--- config.mk ---
export PLATFORM = sky130hd
export DESIGN_NAME = data_mem_arbiter
export DESIGN_NICKNAME = d
export VERILOG_FILES = /design/src/rtl/data_mem_arbiter.sv
export SDC_FILE = /design/constraint.sdc
export NUM_CORES = 1
export LEC_CHECK = 0
export ABC_CLOCK_PERIOD_IN_PS = 1400
export CAP_MARGIN = 15
export CORE_UTILIZATION = 35
export DETAILED_ROUTE_END_ITERATION = 8
export PLACE_DENSITY = 0.8
export REMOVE_ABC_BUFFERS = 1
export SETUP_SLACK_MARGIN = 0.1
export SLEW_MARGIN = 25
export SYNTH_ARGS = -nofsm -noshare
export SYNTH_HDL_FRONTEND = slang
export SYNTH_SLANG_ARGS = --single-unit
--- constraint.sdc ---
create_clock -name clk -period 1.4 [get_ports clk]
set_input_delay 0.14 -clock clk [delete_from_list [all_inputs] [get_ports clk]]
set_output_delay 0.14 -clock clk [all_outputs]
set_load 0.05 [all_outputs]
--- src/rtl/data_mem_arbiter.sv ---
// Two-master data memory arbiter: one access in flight, issue every 2 cycles.
// Round-robin on ties by default; DMEM_ARB_FIXED_PRIO_EN selects fixed priority (m0 wins).
module data_mem_arbiter #(
    parameter int unsigned ADDR_W = 19,
    parameter int unsigned DATA_W = 19
) (
    input  logic              clk,
    input  logic              reset,
    input  logic              m0_req,
    input  logic              m0_we,
    input  logic              m0_cant_byte,
    input  logic [ADDR_W-1:0] m0_addr,
    input  logic [DATA_W-1:0] m0_wdata,
    output logic              m0_gnt,
    output logic              m0_done,
    output logic [DATA_W-1:0] m0_rdata,
    input  logic              m1_req,
    input  logic              m1_we,
    input  logic              m1_cant_byte,
    input  logic [ADDR_W-1:0] m1_addr,
    input  logic [DATA_W-1:0] m1_wdata,
    output logic              m1_gnt,
    output logic              m1_done,
    output logic [DATA_W-1:0] m1_rdata,
    output logic [ADDR_W-1:0] mem_a,
    output logic [DATA_W-1:0] mem_wd,
    output logic              mem_we,
    output logic              mem_cant_byte,
    input  logic [DATA_W-1:0] mem_rd,
    output logic              busy
);

    typedef enum logic [1:0] {StIdle, StAccess, StDone} state_e;

    state_e            r_state;
    logic              r_win;
    logic              r_we;
    logic              r_cb;
    logic [ADDR_W-1:0] r_addr;
    logic [DATA_W-1:0] r_wdata;
    logic [DATA_W-1:0] r_rdata0;
    logic [DATA_W-1:0] r_rdata1;
    logic              r_gnt0;
    logic              r_gnt1;
    logic              r_done0;
    logic              r_done1;

    logic              w_any;
    logic              w_pick;
    logic              w_we;
    logic              w_cb;
    logic [ADDR_W-1:0] w_addr;
    logic [DATA_W-1:0] w_wdata;

    assign w_any = m0_req | m1_req;

`ifdef DMEM_ARB_FIXED_PRIO_EN
    assign w_pick = ~m0_req;
`else
    // r_ptr holds the most recently granted master; a tie goes to the other one.
    logic r_ptr;
    assign w_pick = (m0_req & m1_req) ? ~r_ptr : m1_req;
`endif

    assign w_we    = w_pick ? m1_we        : m0_we;
    assign w_cb    = w_pick ? m1_cant_byte : m0_cant_byte;
    assign w_addr  = w_pick ? m1_addr      : m0_addr;
    assign w_wdata = w_pick ? m1_wdata     : m0_wdata;

    always_ff @(posedge clk) begin
        r_gnt0  <= 1'b0;
        r_gnt1  <= 1'b0;
        r_done0 <= 1'b0;
        r_done1 <= 1'b0;
        if (reset) begin
            r_state  <= StIdle;
            r_win    <= 1'b0;
            r_we     <= 1'b0;
            r_cb     <= 1'b0;
            r_addr   <= '0;
            r_wdata  <= '0;
            r_rdata0 <= '0;
            r_rdata1 <= '0;
`ifndef DMEM_ARB_FIXED_PRIO_EN
            r_ptr    <= 1'b1;
`endif
        end else begin
            case (r_state)
                StIdle, StDone: begin
                    if (w_any) begin
                        r_state <= StAccess;
                        r_win   <= w_pick;
                        r_we    <= w_we;
                        r_cb    <= w_cb;
                        r_addr  <= w_addr;
                        r_wdata <= w_wdata;
                        r_gnt0  <= ~w_pick;
                        r_gnt1  <= w_pick;
                    end else begin
                        r_state <= StIdle;
                    end
                end
                StAccess: begin
                    r_state <= StDone;
                    r_done0 <= ~r_win;
                    r_done1 <= r_win;
`ifndef DMEM_ARB_FIXED_PRIO_EN
                    r_ptr   <= r_win;
`endif
                    if (!r_we) begin
                        if (r_win) r_rdata1 <= mem_rd;
                        else       r_rdata0 <= mem_rd;
                    end
                end
                default: r_state <= StIdle;
            endcase
        end
    end

    assign m0_gnt        = r_gnt0;
    assign m1_gnt        = r_gnt1;
    assign m0_done       = r_done0;
    assign m1_done       = r_done1;
    assign m0_rdata      = r_rdata0;
    assign m1_rdata      = r_rdata1;
    assign mem_a         = r_addr;
    assign mem_wd        = r_wdata;
    assign mem_cant_byte = r_cb;
    // Gated by reset directly so an aborted access never commits.
    assign mem_we        = (r_state == StAccess) & r_we & ~reset;
    assign busy          = (r_state != StIdle);

endmodule

==> run_results.csv, run 1 <==
group,metric,value,unit
timing,finalMaxSlewViolations,0,
logic_synthesis,ys_types,22,
power_and_ir_drop,power.density,1100,mW/mm2
placement,place_ws,-0.295,ns
drt,drt-pass1-iter-count,4,
final_layout,drive_above_1_share,0.306,
cts,cts.htree.levels,3,
drt,drc,0,
power_and_ir_drop,irDropWorstVdd,0.485,mV
worst_setup_path,critPathKind,"input port to primary output",
timing,maxSlewHeadroom,0.741,
worst_setup_path,path_cells,"clkdlybuf4s50_1 -> buf_8 -> nor2_4 -> and2_4 -> buf_8",
timing,fin_crit,1.46,ns
logic_synthesis,yosysSeqAreaShare,0.519,
final_layout,diodes,0,
hold_path,hold_path.class,"input port to flop",
cts,clkTransAtPathRegs,0.09,ns
drt,drt_wl_total,11000,um
logic_synthesis,synth_common_cells,"116 x nand2_1, 86 x dfxtp_1, 41 x nor3_1",
logic_synthesis,yosysMostFrequentCell,"nand2_1",
floorplanning,core-area,0.00920,mm2
logic_synthesis,synth_top_family_by_area,"simple AND/OR/NAND/NOR gates",
power_and_ir_drop,p_total,6510,uW
drt,wl_per_cell,16.1,um
logic_synthesis,netlist.area_leader.share,0.519,
grt,grt_max_degree,43,
logic_synthesis,synth_ff_type,"dfxtp_1",
worst_setup_path,start_kind,"input port",
floorplanning,chipWidth,99.4,um
final_layout,fin_nets,670,
grt,grt_pass1_wl,15500,um
placement,port_buffers,185,
cts,clock_sinks,86,
outcome,failed_checks,"negative setup slack",
cts,cts_buffers,9,
final_layout,fillers,745,
timing,worst_slack,-0.0614,ns
logic_synthesis,synth_area_leader_cell,"dfxtp_1",
timing,rsz0062_at_grt,"true",
drt,ant_nets,0,
logic_synthesis,yosys_warnings,0,
cts,cts_tree,"yes",
logic_synthesis,synthMuxAreaShare,0.00302,
grt,antenna_found_initial,0,
job,maxCapViolCount,0,
logic_synthesis,yosys.area_share.simple,0.236,
floorplanning,die_h,99.4,um
worst_setup_path,cp.arrival,1.32,ns
worst_setup_path,crit_required,1.26,ns
placement,dp.final_hpwl,7180,um
cts,cts_hold_buf,0,
logic_synthesis,synthAdderAreaFrac,0,
worst_setup_path,endpoint_kind,"primary output",
timing,tns,-0.664,ns
worst_setup_path,cp_max_fo,17,
timing,period_share,1.04,
logic_synthesis,synthArstFlopShare,0,
placement,dpl.cell_count,656,
timing,max_freq,684,MHz
outcome,status,"finished with violations",
cts,cts_root_buf,"clkbuf_8",
floorplanning,dieArea,0.00988,mm2
logic_synthesis,synth_xor_xnor_area_share,0,
worst_setup_path,cpMostUsedCell,"buf_8",
logic_synthesis,syn_avg_cell_area,8.80,um2
timing,tightest_slew,0.388,ns
logic_synthesis,synth_compound_area_frac,0.183,
logic_synthesis,netlist_area,0.00332,mm2
logic_synthesis,synth.area.top_cells,"dfxtp_1 52%, nand2_1 13%, a221o_1 12%, nor3_1 6.2%, a21oi_1 5.7%",
drt,dr_wl_met2,5450,um
cts,clockBufferDepth,2,
final_layout,finalNonFillerCells,683,
floorplanning,num_io_pins,186,
drt,wl_met1,4490,um
logic_synthesis,postSynthCellCount,377,
floorplanning,start_util,0.361,
grt,grt_pass1_vias,3243,
floorplanning,std_cell_rows,35,
drt,met3_wirelength,911,um
timing,fin_skew,0.0138,ns
timing,setup_viol,33,
grt,grt.total_usage,0.199,
drt,routed.top_layer,"met4",
final_layout,area_delta_synth_final,78.7,%
worst_setup_path,slowest_delay,0.61,ns
cts,clk_latency,0.35,ns
logic_synthesis,synth_edf_count,0,
drt,via_count,3600,
worst_setup_path,crit_buf_inv,3,
worst_setup_path,worst_path_dominant_cell_family,"buffers and inverters",
power_and_ir_drop,leakagePower,0.00249,uW
drt,drt_iter0_markers,105,
grt,grt_overflow,0,
worst_setup_path,critPathSlowestCell,"clkdlybuf4s50_1",
timing,final_hold_viol_count,0,
drt,viasPerCell,5.27,
placement,place.gp.congestion,0.803,
logic_synthesis,ys_seq_elements,86,
==> path summary, 6_finish.rpt <==
check,from,to,slack (ns),cells after the start
worst min register to register,m1_rdata[4]$_SDFFE_PP0P_,m1_rdata[4]$_SDFFE_PP0P_,0.46,2
worst min-delay path,m0_wdata[16],mem_wd[16]$_SDFFE_PP0P_,0.39,2
worst max-delay path,reset,mem_we,-0.06,5
worst max register to register,r_state[0]$_SDFF_PP0_,mem_a[13]$_SDFFE_PP0P_,-0.05,6
==> cells in the final DEF, fill, tap and decap left out, drive strengths merged <==
| cell type | netlist | layout |
|---|---|---|
| a21o | 1 | 1 |
| a21oi | 38 | 38 |
| a221o | 40 | 40 |
| and2 | 3 | 3 |
| buf | 14 | 109 |
| bufinv | 0 | 2 |
| clkbuf | 22 | 14 |
| clkdlybuf4s50 | 0 | 102 |
| clkinvlp | 0 | 2 |
| dfxtp | 86 | 86 |
| inv | 0 | 2 |
| mux2i | 1 | 1 |
| nand2 | 116 | 116 |
| nand2b | 2 | 2 |
| nand4bb | 1 | 1 |
| nor2 | 3 | 3 |
| nor2b | 1 | 1 |
| nor3 | 41 | 41 |
| nor3b | 2 | 2 |
| nor4b | 1 | 1 |
| nor4bb | 1 | 1 |
| o21ba | 1 | 1 |
| or2 | 2 | 2 |
| or4b | 1 | 1 |
==> power breakdown <==
part	switching, uW	total, uW	internal, uW	leakage (uW)
clock network	920	1990	1070	0.000110
registers	106	2710	2610	0.000705
logic	1010	1810	794	0.00167
total	2040	6510	4470	0.00249
==> cell type report <==
| type | instances | area (um2) | share of cell area |
|---|---|---|---|
| multi-input combinational | 255 | 1630 | 0.275 |
| sequential | 86 | 1730 | 0.291 |
| clock buffer | 10 | 138 | 0.0232 |
| tap | 111 | 139 | 0.0234 |
| timing repair buffer | 215 | 2200 | 0.372 |
| clock inverter | 6 | 92.6 | 0.0156 |
==> worst register-to-register path, delay by kind of cell (launching register included) <==
family                 cells  cell delay (ns)
AND/OR/NAND/NOR            2             0.47
buffers and inverters      3             0.45
flip-flops                 1             0.34
AO/OA/AOI/OAI              1             0.14
==> stage by stage <==
stage / utilization / hold WS (ns) / instance area, um2
2_1_floorplan: - / 0.209 / 3120
3_3_place_gp: 0.571 / 0.442 / 5250
3_5_place_dp: 0.571 / 0.448 / 5250
4_1_cts: 0.609 / 0.344 / 5600
5_1_grt: 0.645 / 0.387 / 5930
6_report: 0.645 / 0.395 / 5930
==> state kept, by name, indices dropped and copies added, names as in the netlist <==
signal / cells
m0_rdata: 19
m1_rdata: 19
mem_a: 19
mem_wd: 19
r_state: 2
m0_done: 1
m0_gnt: 1
m1_done: 1
m1_gnt: 1
mem_cant_byte: 1
r_ptr: 1
r_we: 1
r_win: 1
==> timing repair <==
item	in CTS	in global routing
gates cloned	1	5
setup buffers	4	1
gates resized for setup	17	59
pin swaps	2	59
endpoints found under the setup margin	62	81
==> cells by family after synthesis <==
group                  count (synthesis)
AO/OA/AOI/OAI                         80
multiplexers                           1
buffers and inverters                 36
AND/OR/NAND/NOR                      174
flip-flops                            86
==> metal layers <==
layer,vias to the layer above,GRT usage
li1,1702,-
met1,1693,0.231
met2,187,0.354
met3,18,0.0527
met4,0,0.0679
met5,-,0
(Power assumes the default switching activity.)
==> inputs of run 2 (changes only) <==
- CORE_MARGIN: unset -> 3
==> run 2 against run 1 <==
Against the previous run: the flow still finishes with violations (negative setup slack); hold slack better by 0.014 ns; clock skew is 0.0025 ns lower; non-clock buffer count is 1 higher; clock power is 10% lower; largest cell class unchanged; critical path type is now flop to flop; combinational power hardly changed.
==> run_results.csv, run 2 (synthesis results as in run 1) <==
group,metric,value,unit
placement,place.gp.congestion,0.809,
cts,cts.htree.levels,3,
floorplanning,dieArea,0.0107,mm2
worst_setup_path,cp.arrival,1.61,ns
placement,dpl.cell_count,670,
cts,cts_tree,"yes",
drt,wl_per_cell,16.7,um
outcome,status,"finished with violations",
worst_setup_path,endpoint_kind,"flop",
timing,tightest_slew,0.463,ns
worst_setup_path,cp_max_fo,19,
worst_setup_path,path_cells,"buf_6 -> or4b_4 -> buf_12 -> nand2_1 -> a21oi_1",
power_and_ir_drop,power.density,1070,mW/mm2
cts,cts_hold_buf,0,
worst_setup_path,start_kind,"flop",
drt,drt-pass1-iter-count,4,
drt,ant_nets,0,
timing,finalMaxSlewViolations,0,
cts,clkTransAtPathRegs,0.09,ns
floorplanning,std_cell_rows,34,
timing,period_share,1.00,
worst_setup_path,slowest_delay,0.47,ns
grt,grt_overflow,0,
grt,grt_pass1_vias,3368,
grt,grt_max_degree,43,
timing,fin_crit,1.40,ns
final_layout,post-route-util,0.658,
floorplanning,start_util,0.370,
floorplanning,num_io_pins,186,
grt,antenna_found_initial,0,
power_and_ir_drop,irDropWorstVdd,0.520,mV
placement,dp.final_hpwl,7810,um
hold_path,hold_path.class,"input port to flop",
job,maxCapViolCount,0,
worst_setup_path,crit_required,1.60,ns
cts,clock_sinks,86,
final_layout,diodes,0,
timing,max_freq,712,MHz
timing,tns,-0.00513,ns
placement,port_buffers,185,
outcome,failed_checks,"negative setup slack",
worst_setup_path,worst_path_dominant_cell_family,"simple AND/OR/NAND/NOR gates",
final_layout,area_delta_synth_final,77.9,%
worst_setup_path,crit_buf_inv,2,
cts,cts_buffers,9,
grt,grt.total_usage,0.192,
grt,grt_pass1_wl,16100,um
floorplanning,core-area,0.00898,mm2
final_layout,final_common_cell,"clkdlybuf4s50_1",
timing,final_hold_viol_count,0,
floorplanning,die_h,103,um
drt,drc,0,
drt,viasPerCell,5.11,
timing,rsz0062_at_grt,"true",
drt,drt_wl_total,11700,um
cts,clk_latency,0.34,ns
timing,setup_viol,2,
worst_setup_path,ff2ff_setup_slack,-0.005,ns
floorplanning,chipWidth,103,um
drt,drt_iter0_markers,129,
worst_setup_path,critPathSlowestCell,"or4b_4",
timing,fin_skew,0.0113,ns
final_layout,finalNonFillerCells,698,
timing,worst_slack,-0.00459,ns
timing,maxSlewHeadroom,0.691,
cts,cts_root_buf,"clkbuf_8",
power_and_ir_drop,leakagePower,0.00246,uW
final_layout,fin_nets,671,
worst_setup_path,critPathKind,"flop to flop",
final_layout,final_cell_mix,"101 x clkdlybuf4s50_1, 95 x nand2_1, 84 x buf_4",
drt,via_count,3566,
cts,clockBufferDepth,2,
final_layout,drive_above_1_share,0.316,
-- run 2: cell types whose count changed in the layout (fill, tap and decap cells not counted), sizes merged --
cell	previous run	this run
bufinv	2	1
inv	2	1
clkinvlp	2	1
buf	109	110
clkinv	0	1
clkdlybuf4s50	102	101
dlygate4sd2	0	1
clkbuf	14	15
-- run 2: worst reg2reg max path: stages (launching register included) --
cell and delay (ns):
dfxtp_4 0.37, buf_6 0.11, or4b_4 0.47, buf_12 0.17
nand2_1 0.09, a21oi_1 0.06
-- run 2: through the flow --
stage	worst slack, ns	power [uW]	area [um2]	hold slack [ns]
2_1_floorplan	-0.856	3600	3120	0.209
3_3_place_gp	-0.392	4420	5240	0.443
3_5_place_dp	-0.451	4440	5240	0.448
4_1_cts	-0.0127	6240	5540	0.356
5_1_grt	-0.0524	6550	5910	0.393
6_report	-0.00459	6300	5910	0.409
-- run 2: area by class of cell --
type	instances	area [um2]
Fill cell	684	3070
Timing Repair Buffer	216	2170
Clock inverter	4	55.1
Clock buffer	11	151
Tap cell	126	158
Sequential cell	86	1730
Multi-Input combinational cell	255	1640
-- run 2: worst paths after layout --
kind / startpoint / to / depth (start not counted)
max reg2reg: r_state[0]$_SDFF_PP0_ / m0_rdata[18]$_SDFFE_PP0P_ / 5
min reg2reg: m0_rdata[17]$_SDFFE_PP0P_ / m0_rdata[17]$_SDFFE_PP0P_ / 2
min: m0_wdata[16] / mem_wd[16]$_SDFFE_PP0P_ / 2
max: r_state[0]$_SDFF_PP0_ / m0_rdata[18]$_SDFFE_PP0P_ / 5
-- run 2: routing by layer --
metal	track usage	part of all wire	vias up
li1	-	-	1712
met1	0.217	0.37	1654
met2	0.339	0.51	187
met3	0.0684	0.10	13
met4	0.0538	0.015	0
met5	0	0	-
-- run 2: what timing repair did --
| action | in CTS | in global routing |
|---|---|---|
| setup buffers | 3 | 3 |
| endpoints found under the hold margin | 0 | 0 |
| resized for setup | 23 | 61 |
| cloned | 0 | 7 |
| pin swaps | 2 | 68 |
| endpoints found under the setup margin | 63 | 81 |
-- run 2: report_power, final --
part / internal, uW / switching (uW)
sequential: 2610 / 108
combinational: 786 / 1020
clock: 923 / 864
total: 4320 / 1990
